`src/rtl/uart_tty_core.sv`:
```
// Parametrised UART core: valid/ready transmitter, mid-bit sampling receiver,
// show-ahead RX FIFO and sticky receive error flags.
module uart_tty_core #(
  parameter int unsigned CLK_HZ        = 25000000,
  parameter int unsigned BAUD          = 115200,
  parameter int unsigned DATA_BITS     = 8,
  parameter int unsigned PARITY        = 0,
  parameter logic [1:0]  STOP_BITS     = 2'd1,
  parameter int unsigned RX_FIFO_DEPTH = 16
) (
  input  logic                             clock,
  input  logic                             reset,
  input  logic                             uart_rx,
  output logic                             uart_tx,
  input  logic                             tx_valid,
  output logic                             tx_ready,
  input  logic [DATA_BITS-1:0]             tx_data,
  output logic                             rx_valid,
  input  logic                             rx_ready,
  output logic [DATA_BITS-1:0]             rx_data,
  output logic [$clog2(RX_FIFO_DEPTH):0]   rx_count,
  input  logic                             err_clr,
  output logic                             rx_frame_err,
  output logic                             rx_parity_err,
  output logic                             rx_overrun
);

  localparam int unsigned DIV = (CLK_HZ + BAUD / 2) / BAUD;
  localparam int unsigned CW  = $clog2(DIV);
  localparam int unsigned AW  = $clog2(RX_FIFO_DEPTH);

  localparam logic [CW-1:0] CNT_ZERO  = CW'(0);
  localparam logic [CW-1:0] CNT_ONE   = CW'(1);
  localparam logic [CW-1:0] DIV_M1    = CW'(DIV - 1);
  localparam logic [CW-1:0] HALF_M1   = CW'(DIV / 2 - 1);
  localparam logic [3:0]    LAST_DBIT = 4'(DATA_BITS - 1);
  localparam logic [3:0]    LAST_SBIT = {2'b00, STOP_BITS} - 4'd1;
  localparam logic          HAS_PAR   = (PARITY != 0);
  localparam logic          ODD       = (PARITY == 1);
  localparam logic [AW-1:0] PTR_ONE   = AW'(1);
  localparam logic [AW:0]   FIFO_ONE  = (AW + 1)'(1);
  localparam logic [AW:0]   FIFO_FULL = (AW + 1)'(RX_FIFO_DEPTH);

  if ((DIV < 4) || (DATA_BITS < 5) || (DATA_BITS > 9) || (PARITY > 2) ||
      (STOP_BITS < 2'd1) || (STOP_BITS > 2'd2) || (RX_FIFO_DEPTH < 2) ||
      ((RX_FIFO_DEPTH & (RX_FIFO_DEPTH - 1)) != 0)) begin : g_param_err
    $error("uart_tty_core: illegal parameter set");
  end

  function automatic logic parity_bit(input logic [DATA_BITS-1:0] d, input logic odd);
    return (^d) ^ odd;
  endfunction

  typedef enum logic [2:0] {TX_IDLE, TX_START, TX_DATA, TX_PARITY, TX_STOP} tx_state_e;
  typedef enum logic [2:0] {RX_IDLE, RX_START, RX_DATA, RX_PARITY, RX_STOP, RX_BREAK} rx_state_e;

  tx_state_e            tx_state_q, tx_state_d;
  logic [CW-1:0]        tx_cnt_q, tx_cnt_d;
  logic [3:0]           tx_bit_q, tx_bit_d;
  logic [DATA_BITS-1:0] tx_shift_q, tx_shift_d;
  logic                 tx_par_q, tx_par_d;
  logic                 tx_line_q, tx_line_d;
  logic                 tx_ready_q, tx_ready_d;
  logic                 tx_tick_s;

  rx_state_e            rx_state_q, rx_state_d;
  logic                 rx_meta_q, rx_sync_q;
  logic [CW-1:0]        rx_cnt_q, rx_cnt_d;
  logic [3:0]           rx_bit_q, rx_bit_d;
  logic [DATA_BITS-1:0] rx_shift_q, rx_shift_d;
  logic                 rx_perr_q, rx_perr_d;
  logic                 rx_push_q, rx_push_d;
  logic                 rx_tick_s, ferr_set_s;

  logic [DATA_BITS-1:0] fifo_q [RX_FIFO_DEPTH];
  logic [AW-1:0]        wr_ptr_q, wr_ptr_d, rd_ptr_q, rd_ptr_d;
  logic [AW:0]          count_q, count_d;
  logic                 rx_valid_q, rx_valid_d;
  logic                 pop_s, wr_en_s, full_s, ovr_set_s;
  logic                 ferr_q, ferr_d, perr_flag_q, perr_flag_d, ovr_q, ovr_d;

  // Transmit FSM: one down-counted bit period per state step.
  always_comb begin
    tx_state_d = tx_state_q;
    tx_bit_d   = tx_bit_q;
    tx_shift_d = tx_shift_q;
    tx_par_d   = tx_par_q;
    tx_line_d  = tx_line_q;
    tx_ready_d = tx_ready_q;
    tx_tick_s  = (tx_cnt_q == CNT_ZERO);
    tx_cnt_d   = tx_tick_s ? DIV_M1 : (tx_cnt_q - CNT_ONE);
    case (tx_state_q)
      TX_IDLE: begin
        if (tx_valid && tx_ready_q) begin
          tx_state_d = TX_START;
          tx_cnt_d   = DIV_M1;
          tx_shift_d = tx_data;
          tx_par_d   = parity_bit(tx_data, ODD);
          tx_line_d  = 1'b0;
          tx_ready_d = 1'b0;
        end else begin
          tx_line_d  = 1'b1;
        end
      end
      TX_START: begin
        if (tx_tick_s) begin
          tx_state_d = TX_DATA;
          tx_bit_d   = 4'd0;
          tx_line_d  = tx_shift_q[0];
          tx_shift_d = tx_shift_q >> 1;
        end else begin
          tx_state_d = TX_START;
        end
      end
      TX_DATA: begin
        if (tx_tick_s && (tx_bit_q == LAST_DBIT)) begin
          tx_state_d = HAS_PAR ? TX_PARITY : TX_STOP;
          tx_bit_d   = 4'd0;
          tx_line_d  = HAS_PAR ? tx_par_q : 1'b1;
        end else if (tx_tick_s) begin
          tx_bit_d   = tx_bit_q + 4'd1;
          tx_line_d  = tx_shift_q[0];
          tx_shift_d = tx_shift_q >> 1;
        end else begin
          tx_state_d = TX_DATA;
        end
      end
      TX_PARITY: begin
        if (tx_tick_s) begin
          tx_state_d = TX_STOP;
          tx_line_d  = 1'b1;
        end else begin
          tx_state_d = TX_PARITY;
        end
      end
      TX_STOP: begin
        if (tx_tick_s && (tx_bit_q == LAST_SBIT)) begin
          tx_state_d = TX_IDLE;
          tx_ready_d = 1'b1;
        end else if (tx_tick_s) begin
          tx_bit_d   = tx_bit_q + 4'd1;
        end else begin
          tx_state_d = TX_STOP;
        end
      end
      default: begin
        tx_state_d = TX_IDLE;
        tx_line_d  = 1'b1;
        tx_ready_d = 1'b1;
      end
    endcase
  end

  // Receive FSM: half-period delay to the start-bit centre, then full periods.
  always_comb begin
    rx_state_d = rx_state_q;
    rx_bit_d   = rx_bit_q;
    rx_shift_d = rx_shift_q;
    rx_perr_d  = rx_perr_q;
    rx_push_d  = 1'b0;
    ferr_set_s = 1'b0;
    rx_tick_s  = (rx_cnt_q == CNT_ZERO);
    rx_cnt_d   = rx_tick_s ? DIV_M1 : (rx_cnt_q - CNT_ONE);
    case (rx_state_q)
      RX_IDLE: begin
        if (!rx_sync_q) begin
          rx_state_d = RX_START;
          rx_cnt_d   = HALF_M1;
        end else begin
          rx_state_d = RX_IDLE;
        end
      end
      RX_START: begin
        if (rx_tick_s && rx_sync_q) begin
          rx_state_d = RX_IDLE;
        end else if (rx_tick_s) begin
          rx_state_d = RX_DATA;
          rx_bit_d   = 4'd0;
          rx_perr_d  = 1'b0;
        end else begin
          rx_state_d = RX_START;
        end
      end
      RX_DATA: begin
        if (rx_tick_s) begin
          rx_shift_d = {rx_sync_q, rx_shift_q[DATA_BITS-1:1]};
          if (rx_bit_q == LAST_DBIT) begin
            rx_state_d = HAS_PAR ? RX_PARITY : RX_STOP;
            rx_bit_d   = 4'd0;
          end else begin
            rx_bit_d   = rx_bit_q + 4'd1;
          end
        end else begin
          rx_state_d = RX_DATA;
        end
      end
      RX_PARITY: begin
        if (rx_tick_s) begin
          rx_state_d = RX_STOP;
          rx_perr_d  = rx_sync_q ^ parity_bit(rx_shift_q, ODD);
        end else begin
          rx_state_d = RX_PARITY;
        end
      end
      RX_STOP: begin
        if (rx_tick_s && !rx_sync_q) begin
          rx_state_d = RX_BREAK;
          ferr_set_s = 1'b1;
        end else if (rx_tick_s && (rx_bit_q == LAST_SBIT)) begin
          rx_state_d = RX_IDLE;
          rx_push_d  = 1'b1;
        end else if (rx_tick_s) begin
          rx_bit_d   = rx_bit_q + 4'd1;
        end else begin
          rx_state_d = RX_STOP;
        end
      end
      RX_BREAK: begin
        if (rx_sync_q) begin
          rx_state_d = RX_IDLE;
        end else begin
          rx_state_d = RX_BREAK;
        end
      end
      default: rx_state_d = RX_IDLE;
    endcase
  end

  // FIFO bookkeeping; a pop frees the slot a same-cycle push lands in.
  always_comb begin
    pop_s       = rx_valid_q && rx_ready;
    full_s      = (count_q == FIFO_FULL);
    wr_en_s     = rx_push_q && (!full_s || pop_s);
    ovr_set_s   = rx_push_q && full_s && !pop_s;
    wr_ptr_d    = wr_en_s ? (wr_ptr_q + PTR_ONE) : wr_ptr_q;
    rd_ptr_d    = pop_s ? (rd_ptr_q + PTR_ONE) : rd_ptr_q;
    if (wr_en_s && !pop_s) begin
      count_d = count_q + FIFO_ONE;
    end else if (pop_s && !wr_en_s) begin
      count_d = count_q - FIFO_ONE;
    end else begin
      count_d = count_q;
    end
    rx_valid_d  = (count_d != {(AW + 1){1'b0}});
    ferr_d      = ferr_set_s | (ferr_q & ~err_clr);
    perr_flag_d = (rx_push_q & rx_perr_q) | (perr_flag_q & ~err_clr);
    ovr_d       = ovr_set_s | (ovr_q & ~err_clr);
  end

  // State registers for both FSMs, the synchronizer, FIFO and flags.
  always_ff @(posedge clock) begin
    if (reset) begin
      tx_state_q  <= TX_IDLE;
      tx_cnt_q    <= CNT_ZERO;
      tx_bit_q    <= 4'd0;
      tx_shift_q  <= {DATA_BITS{1'b0}};
      tx_par_q    <= 1'b0;
      tx_line_q   <= 1'b1;
      tx_ready_q  <= 1'b1;
      rx_meta_q   <= 1'b1;
      rx_sync_q   <= 1'b1;
      rx_state_q  <= RX_IDLE;
      rx_cnt_q    <= CNT_ZERO;
      rx_bit_q    <= 4'd0;
      rx_shift_q  <= {DATA_BITS{1'b0}};
      rx_perr_q   <= 1'b0;
      rx_push_q   <= 1'b0;
      wr_ptr_q    <= {AW{1'b0}};
      rd_ptr_q    <= {AW{1'b0}};
      count_q     <= {(AW + 1){1'b0}};
      rx_valid_q  <= 1'b0;
      ferr_q      <= 1'b0;
      perr_flag_q <= 1'b0;
      ovr_q       <= 1'b0;
      for (int i = 0; i < RX_FIFO_DEPTH; i++) begin
        fifo_q[i] <= {DATA_BITS{1'b0}};
      end
    end else begin
      tx_state_q  <= tx_state_d;
      tx_cnt_q    <= tx_cnt_d;
      tx_bit_q    <= tx_bit_d;
      tx_shift_q  <= tx_shift_d;
      tx_par_q    <= tx_par_d;
      tx_line_q   <= tx_line_d;
      tx_ready_q  <= tx_ready_d;
      rx_meta_q   <= uart_rx;
      rx_sync_q   <= rx_meta_q;
      rx_state_q  <= rx_state_d;
      rx_cnt_q    <= rx_cnt_d;
      rx_bit_q    <= rx_bit_d;
      rx_shift_q  <= rx_shift_d;
      rx_perr_q   <= rx_perr_d;
      rx_push_q   <= rx_push_d;
      wr_ptr_q    <= wr_ptr_d;
      rd_ptr_q    <= rd_ptr_d;
      count_q     <= count_d;
      rx_valid_q  <= rx_valid_d;
      ferr_q      <= ferr_d;
      perr_flag_q <= perr_flag_d;
      ovr_q       <= ovr_d;
      if (wr_en_s) begin
        fifo_q[wr_ptr_q] <= rx_shift_q;
      end else begin
        fifo_q[wr_ptr_q] <= fifo_q[wr_ptr_q];
      end
    end
  end

  assign uart_tx       = tx_line_q;
  assign tx_ready      = tx_ready_q;
  assign rx_valid      = rx_valid_q;
  assign rx_data       = fifo_q[rd_ptr_q];
  assign rx_count      = count_q;
  assign rx_frame_err  = ferr_q;
  assign rx_parity_err = perr_flag_q;
  assign rx_overrun    = ovr_q;

endmodule
```
`config.mk`:
```
export PLATFORM = sky130hd
export DESIGN_NAME = uart_tty_core
export DESIGN_NICKNAME = d
export VERILOG_FILES = /design/src/rtl/uart_tty_core.sv
export SDC_FILE = /design/constraint.sdc
export NUM_CORES = 1
export LEC_CHECK = 0
export CAP_MARGIN = 40
export CORE_AREA = 5 5 132 134
export DETAILED_ROUTE_END_ITERATION = 16
export DIE_AREA = 0 0 137 139
export PLACE_DENSITY = 0.79
export SYNTH_ARGS = -nofsm -noshare
export SYNTH_HDL_FRONTEND = slang
export SYNTH_SLANG_ARGS = --single-unit
```
`constraint.sdc`:
```
create_clock -name clock -period 5.2 [get_ports clock]
set_clock_uncertainty 0.2 [all_clocks]
set_input_delay 0.78 -clock clock [delete_from_list [all_inputs] [get_ports clock]]
set_output_delay 0.78 -clock clock [all_outputs]
set_load 0.02 [all_outputs]
```
==> results.json, run 1 <==
{
  "outcome": "complete, no violations",
  "grt_usage_pct": 22.43,
  "power.density_nw_per_um2": 418.5,
  "drv_slew": 0,
  "crit_slowest_cell": "dfxtp_2",
  "grt_pass1_vias": 6030,
  "r2r_start": "rx_count[0]",
  "drt_iter0_markers": 534,
  "num_vias": 6035,
  "numCtsBuffers": 22,
  "hp-start": "rx_meta_q",
  "rsz0062_at_grt": "false",
  "routed_wl_um": 20840,
  "power.share.clock_pct": 35.6,
  "cp.depth": 4,
  "relSlewSlack_pct": 37.60,
  "synthCells": 766,
  "worstRegToRegCells": 7,
  "crit_path_end_kind": "output pin",
  "fmax_ghz": 0.2375,
  "drc": 0,
  "synth_cell_types": 61,
  "routed_via_density": 5.958,
  "drt_first_pass_iters": 6,
  "critPathBufInv": 2,
  "syn_avg_cell_area_um2": 12.33,
  "die_w_um": 137,
  "cts-root-buf": "clkbuf_16",
  "async_reset_ff_share_pct": 0,
  "synth-main-ff-cell": "edfxtp_1",
  "stdcell_count": 1013,
  "final_cell_mix": "130 x and2_1, 128 x edfxtp_1, 72 x dfxtp_1",
  "area_growth_pct": 12.28,
  "ys_seq_area_share_pct": 56.17,
  "grt-ovfl-total": 0,
  "ant_nets": 0,
  "cap_violations": 0,
  "nNetsFinal": 805,
  "start_util_pct": 58.40,
  "crit_chain": "buf_4 > mux4_2 > mux4_2 > clkdlybuf4s50_1",
  "port_buffers": 32,
  "clk_pin_slew_ns": 0.06,
  "finalHoldViolations": 0,
  "clk-insertion-delay-late_ns": 0.50,
  "die_area_um2": 19040,
  "path_max_fanout": 24,
  "slowest_delay_ns": 0.87,
  "clockBufferDepth": 3,
  "final_area_um2": 10600,
  "fin_tns_setup_ns": 0,
  "diodes": 0,
  "die_h_um": 139,
  "grt_max_degree": 77,
  "synth_fp_nets": 794,
  "synth_edf_count": 128,
  "gp_congestion": 0.9212,
  "ctsResizeCount": 0,
  "hold_path_depth": 1,
  "seqPwrFrac_pct": 44.8,
  "antenna_found_initial": 1,
  "boundaryPins": 33,
  "grt_pass1_wl_um": 33050,
  "postCtsSetupBuffers": 0,
  "power_switching_mw": 1.191,
  "p_comb_share_pct": 19.7,
  "finalSetupViolCount": 0,
  "cts_tree": "built",
  "crit_family": "multiplexers",
  "cts.sinks": 201,
  "min_period_ns": 4.210,
  "yosys_warnings": 0,
  "critPathLaunchType": "flop",
  "final_common_cell": "and2_1",
  "rows": 47,
  "drive_above_1_share_pct": 13.49,
  "dp_hpwl_um": 14100,
  "netlist_area_um2": 9444,
  "cts_max_level": 1,
  "power.total_mw": 4.438,
  "p_int_mw": 3.247,
  "dpl-instance-area_um2": 9863,
  "crit_type": "reg2out",
  "wl_per_cell_um": 20.57,
  "hold_class": "reg2reg",
  "hold_buffers": 0,
  "fp.coreArea_um2": 16170,
  "dp.cells": 973,
  "synth-seq-cells": 201,
  "worst_pin_slew_ns": 0.9348,
  "cp.required_ns": 4.22,
  "p_leak_nw": 3.794,
  "p_sw_share_pct": 26.84,
  "post-route-period-util_pct": 80.97,
  "arrival_ns": 3.23,
  "ir_drop_mv": 0.3076,
  "path_common_cell": "mux4_2"
}
[power by group through the flow]
stage | sequential (mW) | combinational [mW] | clock [mW]
2_1_floorplan | 1.96 | 0.705 | 0
3_3_place_gp | 2.01 | 0.830 | 0
3_5_place_dp | 2.02 | 0.867 | 0
4_1_cts | 1.99 | 0.875 | 1.60
5_1_grt | 2.01 | 0.957 | 1.67
6_report | 1.99 | 0.872 | 1.58
[per-stage QoR]
step	util, %	hold WS, ns	setup slack [ns]
floorplan	-	0.1895	2.346
global placement	60.99	0.1931	1.544
detailed placement	60.99	0.1959	1.474
CTS	65.57	0.2096	0.9331
global route	65.57	0.2226	0.7986
finish	65.57	0.2089	0.9896
[Yosys cell counts (4+ instances only)]
library cell / n / share of area [%]
nor3b_1: 7 / 0.56
nor3_1: 12 / 0.64
ha_1: 14 / 1.9
nand3_1: 8 / 0.42
inv_1: 15 / 0.60
xnor2_1: 20 / 1.9
or2_2: 19 / 1.3
nand3b_1: 7 / 0.56
nand4_1: 4 / 0.26
a21oi_1: 29 / 1.5
or3_1: 8 / 0.53
nor2_1: 65 / 2.6
nand2_1: 21 / 0.83
nor2b_1: 5 / 0.33
clkbuf_1: 40 / 1.6
nor4_1: 4 / 0.26
mux2i_1: 18 / 1.9
and2_1: 130 / 8.6
o21ai_0: 16 / 0.85
edfxtp_1: 128 / 41
nand2b_1: 6 / 0.40
a211oi_1: 4 / 0.32
or4_1: 4 / 0.32
dfxtp_1: 73 / 15
mux4_2: 40 / 9.5
or3b_2: 5 / 0.46
buf_1: 4 / 0.16
xor2_1: 10 / 0.93
[kinds of logic after synthesis]
logic type,Yosys count,share of synthesized area [%]
simple gates,321,19.71
flops,201,56.17
buf+inv,64,2.742
xor+xnor,31,3.021
mux,58,11.45
fa+ha+maj,14,1.855
compound gates,77,5.048
[area by class of cell]
| type | instances | area, µm² |
|---|---|---|
| Sequential cell | 201 | 5306 |
| Tap cell | 220 | 275.3 |
| Fill cell | 1163 | 5568 |
| Clock buffer | 33 | 654.4 |
| Multi-Input combinational cell | 501 | 3880 |
| Timing Repair Buffer | 36 | 345.3 |
| Clock inverter | 7 | 86.33 |
| Inverter | 15 | 56.30 |
[registers in the layout (all words and copies together) (netlist names), 3 cells and up, named ones only]
| register | count |
|---|---|
| tx_bit_q | 4 |
| rx_cnt_q | 8 |
| fifo_q | 128 |
| rx_bit_q | 4 |
| tx_shift_q | 8 |
| tx_cnt_q | 8 |
| wr_ptr_q | 4 |
| tx_state_q | 3 |
| rx_shift_q | 8 |
| rd_ptr_q | 4 |
| rx_state_q | 3 |
| rx_count | 5 |
[path summary, 6_finish.rpt]
check,end,slack (ns)
max,rx_data[2],0.99
max reg2reg,fifo_q[8][2],2.29
min,rx_sync_q,0.21
min reg2reg,rx_sync_q,0.21
[routing by layer]
metal | GRT usage, % | part of all wire (%) | vias up
li1 | - | - | 2785
met1 | 29.87 | 40 | 2978
met2 | 36.53 | 50 | 225
met3 | 4.390 | 6.4 | 45
met4 | 8.298 | 3.2 | 2
met5 | 0 | 0.034 | -
Power figures use the tool's default switching activity.
==> run 2, diff against run 1 <==
--- a/config.mk
+++ b/config.mk
@@ -6,10 +6,10 @@
 export NUM_CORES = 1
 export LEC_CHECK = 0
 export CAP_MARGIN = 40
-export CORE_AREA = 5 5 132 134
+export CORE_AREA = 5 5 138 140
 export DETAILED_ROUTE_END_ITERATION = 16
-export DIE_AREA = 0 0 137 139
-export PLACE_DENSITY = 0.79
+export DIE_AREA = 0 0 143 145
+export PLACE_DENSITY = 0.76
 export SYNTH_ARGS = -nofsm -noshare
 export SYNTH_HDL_FRONTEND = slang
 export SYNTH_SLANG_ARGS = --single-unit
==> constraint.sdc (replaced) <==
create_clock -name clock -period 3.7 [get_ports clock]
set_clock_uncertainty 0.2 [all_clocks]
set_input_delay 0.555 -clock clock [delete_from_list [all_inputs] [get_ports clock]]
set_output_delay 0.555 -clock clock [all_outputs]
set_load 0.02 [all_outputs]
==> run 2 against run 1 <==
Register-to-register slack worse by 1.5 ns. Power up 36%. Sequential share of layout area up 0.077 points. Core utilization down 5.8 points. Sequential cell count unchanged. Clock power up 28%. Clock-buffer cell count unchanged. Worst hold slack worse by 0.0021 ns. Setup slack worse by 0.76 ns.
==> results.json, run 2 (synthesized netlist as in run 1, its figures left out) <==
{
  "outcome": "complete, no violations",
  "final_common_cell": "and2_1",
  "drv_slew": 0,
  "p_leak_nw": 3.787,
  "use_met1_pct": 27.57,
  "power.density_nw_per_um2": 571.7,
  "dp_hpwl_um": 15010,
  "cts.sinks": 201,
  "hold_buffers": 0,
  "grt_max_degree": 53,
  "cts-root-buf": "clkbuf_16",
  "ant_nets": 0,
  "final_cell_mix": "130 x and2_1, 128 x edfxtp_1, 72 x dfxtp_1",
  "postCtsSetupBuffers": 0,
  "worstRegToRegCells": 7,
  "drt_iter0_markers": 468,
  "cts_tree": "built",
  "drt_first_pass_iters": 5,
  "nNetsFinal": 810,
  "n_fill_cell": 1369,
  "cts_max_level": 1,
  "clk-insertion-delay-late_ns": 0.50,
  "ctsResizeCount": 0,
  "start_util_pct": 53.30,
  "crit_path_end_kind": "output pin",
  "worst_pin_slew_ns": 0.9008,
  "rows": 49,
  "setup_ws_ns": 0.2281,
  "path_max_fanout": 32,
  "grt_pass1_vias": 5930,
  "antenna_found_initial": 0,
  "fin_tns_setup_ns": 0,
  "fp.coreArea_um2": 17720,
  "gp_congestion": 0.9595,
  "finalHoldViolations": 0,
  "holdWs_ns": 0.2068,
  "numCtsBuffers": 22,
  "grt_use_met3_pct": 3.620,
  "die_w_um": 143,
  "routed_wl_um": 21730,
  "port_buffers": 32,
  "area_growth_pct": 12.11,
  "num_vias": 6098,
  "hold_path_depth": 1,
  "relSlewSlack_pct": 39.87,
  "post-route-period-util_pct": 93.83,
  "rsz0062_at_grt": "false",
  "drc": 0,
  "diodes": 0,
  "grt-ovfl-total": 0,
  "hold_class": "reg2reg",
  "critPathLaunchType": "flop",
  "min_period_ns": 3.472,
  "grt_use_met2_pct": 34.42,
  "arrival_ns": 2.72,
  "cp.required_ns": 2.94,
  "finalSetupViolCount": 0,
  "final_area_um2": 10590,
  "dpl-instance-area_um2": 9925,
  "cap_violations": 0,
  "routed_via_density": 5.943,
  "die_area_um2": 20740,
  "wl_per_cell_um": 21.18,
  "boundaryPins": 33,
  "grt_busiest_layer": "met2",
  "clockBufferDepth": 3,
  "grt_usage_pct": 21.22,
  "multi_input_area_um2": 3880,
  "grt_pass1_wl_um": 33970,
  "pre_cts_ws_ns": 0.6841,
  "regArea_um2": 5306,
  "top_register": "fifo_q",
  "die_h_um": 145,
  "ir_drop_mv": 0.3869,
  "crit_type": "reg2out",
  "largest_register_ffs": 128,
  "drive_above_1_share_pct": 13.68,
  "clk_pin_slew_ns": 0.06,
  "fmax_ghz": 0.2880
}
[run 2: critical path, cell delays in order, from the launching register on]
cell	delay [ns]
dfxtp_2	0.34
buf_12	0.24
mux4_2	0.56
mux4_2	0.50
clkdlybuf4s50_1	0.56
[run 2: power breakdown]
group / switching, mW / internal (mW) / leakage, nW
registers: 0.185 / 2.58 / 1.89
clock network: 0.846 / 1.18 / 0.324
logic: 0.636 / 0.633 / 1.57
total: 1.67 / 4.39 / 3.79
[run 2: worst paths after layout]
check,start,slack (ns),to
setup / recovery,flop,0.23,rx_data[4]
hold / removal,rx_meta_q,0.21,rx_sync_q
setup reg to reg,rx_count[0],0.77,fifo_q[4][4]
hold reg to reg,rx_meta_q,0.21,rx_sync_q
[run 2: cell type report]
class                   instances  share of cell area, %
clock buffers                  33                  5.980
flip-flops and latches        201                  50.12
well taps                     229                  2.706
clock inverters                 6                 0.2836
inverters                      15                 0.5318
multi-input cells             501                  36.65
repair buffers                 41                  3.734
[run 2: metal layers]
metal / part of all wire (%) / wire length (µm) / vias to the layer above
li1: - / - / 2786
met1: 38 / 8226 / 2948
met2: 49 / 10590 / 299
met3: 7.3 / 1595 / 65
met4: 6.0 / 1312 / 0
met5: 0 / 0 / -
[run 2: per-stage QoR]
step           std cells  util (%)  total power [mW]
2_1_floorplan        766         -             3.749
3_3_place_gp         987     56.01             3.997
3_5_place_dp         987     56.01             4.067
4_1_cts             1026     59.76             6.082
5_1_grt             1026     59.76             6.337
6_report            1026     59.76             6.053
==> run 3, diff against run 2 <==
--- a/config.mk
+++ b/config.mk
@@ -6,10 +6,10 @@
 export NUM_CORES = 1
 export LEC_CHECK = 0
 export CAP_MARGIN = 40
-export CORE_AREA = 5 5 138 140
+export CORE_AREA = 5 5 160 162
 export DETAILED_ROUTE_END_ITERATION = 16
-export DIE_AREA = 0 0 143 145
-export PLACE_DENSITY = 0.76
+export DIE_AREA = 0 0 165 167
+export PLACE_DENSITY = 0.6
 export SYNTH_ARGS = -nofsm -noshare
 export SYNTH_HDL_FRONTEND = slang
 export SYNTH_SLANG_ARGS = --single-unit
==> run 3 against run 2 <==
Wire length down 5.1%. Via count shrank 5.2%. Critical endpoint is now rx_data[2]. Register-to-register slack improved by 0.03 ns. Combinational power is essentially flat. Global-route usage decreased by 6.0 points. Worst hold slack better by 0.016 ns. Final cell count grew 11%.
==> results.json, run 3 (synthesized netlist as in run 1, its figures left out) <==
{
  "drc": 0,
  "gp_congestion": 0.8102,
  "cts_tree": "built",
  "drive_above_1_share_pct": 14.81,
  "grt-ovfl-total": 0,
  "ant_nets": 0,
  "grt_use_met2_pct": 23.38,
  "power.density_nw_per_um2": 570.9,
  "dp.cells": 1090,
  "relSlewSlack_pct": 50.08,
  "setup_ws_ns": 0.1631,
  "crit_path_end_kind": "output pin",
  "hold_buffers": 0,
  "wl_per_cell_um": 18.19,
  "hold_class": "reg2reg",
  "num_vias": 5782,
  "final_cell_mix": "130 x and2_1, 128 x edfxtp_1, 72 x dfxtp_1",
  "critPathLaunchType": "flop",
  "die_area_um2": 27560,
  "clk_pin_slew_ns": 0.05,
  "crit_type": "reg2out",
  "use_met1_pct": 23.15,
  "drv_slew": 0,
  "clk-insertion-delay-late_ns": 0.50,
  "cts-root-buf": "clkbuf_16",
  "grt_max_degree": 65,
  "final_common_cell": "and2_1",
  "clockBufferDepth": 3,
  "fp.coreArea_um2": 23960,
  "stdcell_count": 1134,
  "routed_via_density": 5.099,
  "diodes": 0,
  "rsz0062_at_grt": "false",
  "arrival_ns": 2.78,
  "die_w_um": 165,
  "drt_iter0_markers": 387,
  "grt_pass1_wl_um": 33300,
  "min_period_ns": 3.537,
  "cts.sinks": 201,
  "area_growth_pct": 14.84,
  "drt_first_pass_iters": 5,
  "postCtsSetupBuffers": 0,
  "n_fill_cell": 2204,
  "post-route-period-util_pct": 95.59,
  "rows": 57,
  "cp.required_ns": 2.94,
  "ir_drop_mv": 0.2832,
  "largest_register_ffs": 128,
  "top_register": "fifo_q",
  "nNetsFinal": 820,
  "grt_usage_pct": 15.21,
  "fmax_ghz": 0.2827,
  "outcome": "complete, no violations",
  "worst_pin_slew_ns": 0.7478,
  "start_util_pct": 39.41,
  "cts_max_level": 1,
  "pre_cts_ws_ns": 0.5267,
  "fin_tns_setup_ns": 0,
  "finalSetupViolCount": 0,
  "cap_violations": 0,
  "path_max_fanout": 19,
  "boundaryPins": 33,
  "port_buffers": 32,
  "dp_hpwl_um": 14290,
  "grt_busiest_layer": "met2",
  "numCtsBuffers": 24,
  "p_leak_nw": 3.865,
  "grt_pass1_vias": 5737,
  "die_h_um": 167,
  "ctsResizeCount": 1,
  "r2r_slack_ns": 0.80,
  "grt_use_met3_pct": 2.027,
  "routed_wl_um": 20630,
  "holdWs_ns": 0.2230,
  "antenna_found_initial": 0,
  "finalHoldViolations": 0,
  "power.total_mw": 6.192
}
run 3: power by group:
part	total, mW	internal, mW	switching (mW)
combinational	1.25	0.636	0.610
sequential	2.76	2.58	0.188
clock	2.18	1.30	0.884
run 3: metrics by stage:
step / utilization, % / cell area (µm²)
after floorplan: - / 9444
after global placement: 42.13 / 10100
after detailed placement: 42.19 / 10110
after CTS: 45.26 / 10850
after global routing: 45.26 / 10850
final: 45.26 / 10850
run 3: routing by layer:
metal  share of wire (%)  wire length [µm]
met5                   0                 0
met4                 1.5               313
met3                 5.1              1057
met2                  46              9402
met1                  48              9856
run 3: layout make-up:
type	count	area [µm²]	share of cell area, %
sequential	201	5309	48.95
clock buffer	31	648.1	5.976
tap	324	405.4	3.738
clock inverter	13	83.83	0.7730
timing repair buffer	49	462.9	4.269
multi-input combinational	501	3880	35.78
inverter	15	56.30	0.5192
run 3: critical path, cell delays in order (launching register included):
cell and delay (ns):
dfxtp_4 0.48, buf_12 0.23, mux4_2 0.52, mux4_2 0.49
clkdlybuf4s50_1 0.55
run 3: path summary, 6_finish.rpt:
path / start / endpoint / depth (start not counted)
min reg2reg: rx_meta_q / rx_sync_q / 1
max: flop / rx_data[2] / 4
max reg2reg: rx_count[0] / fifo_q[9][2] / 8
min: rx_meta_q / rx_sync_q / 1
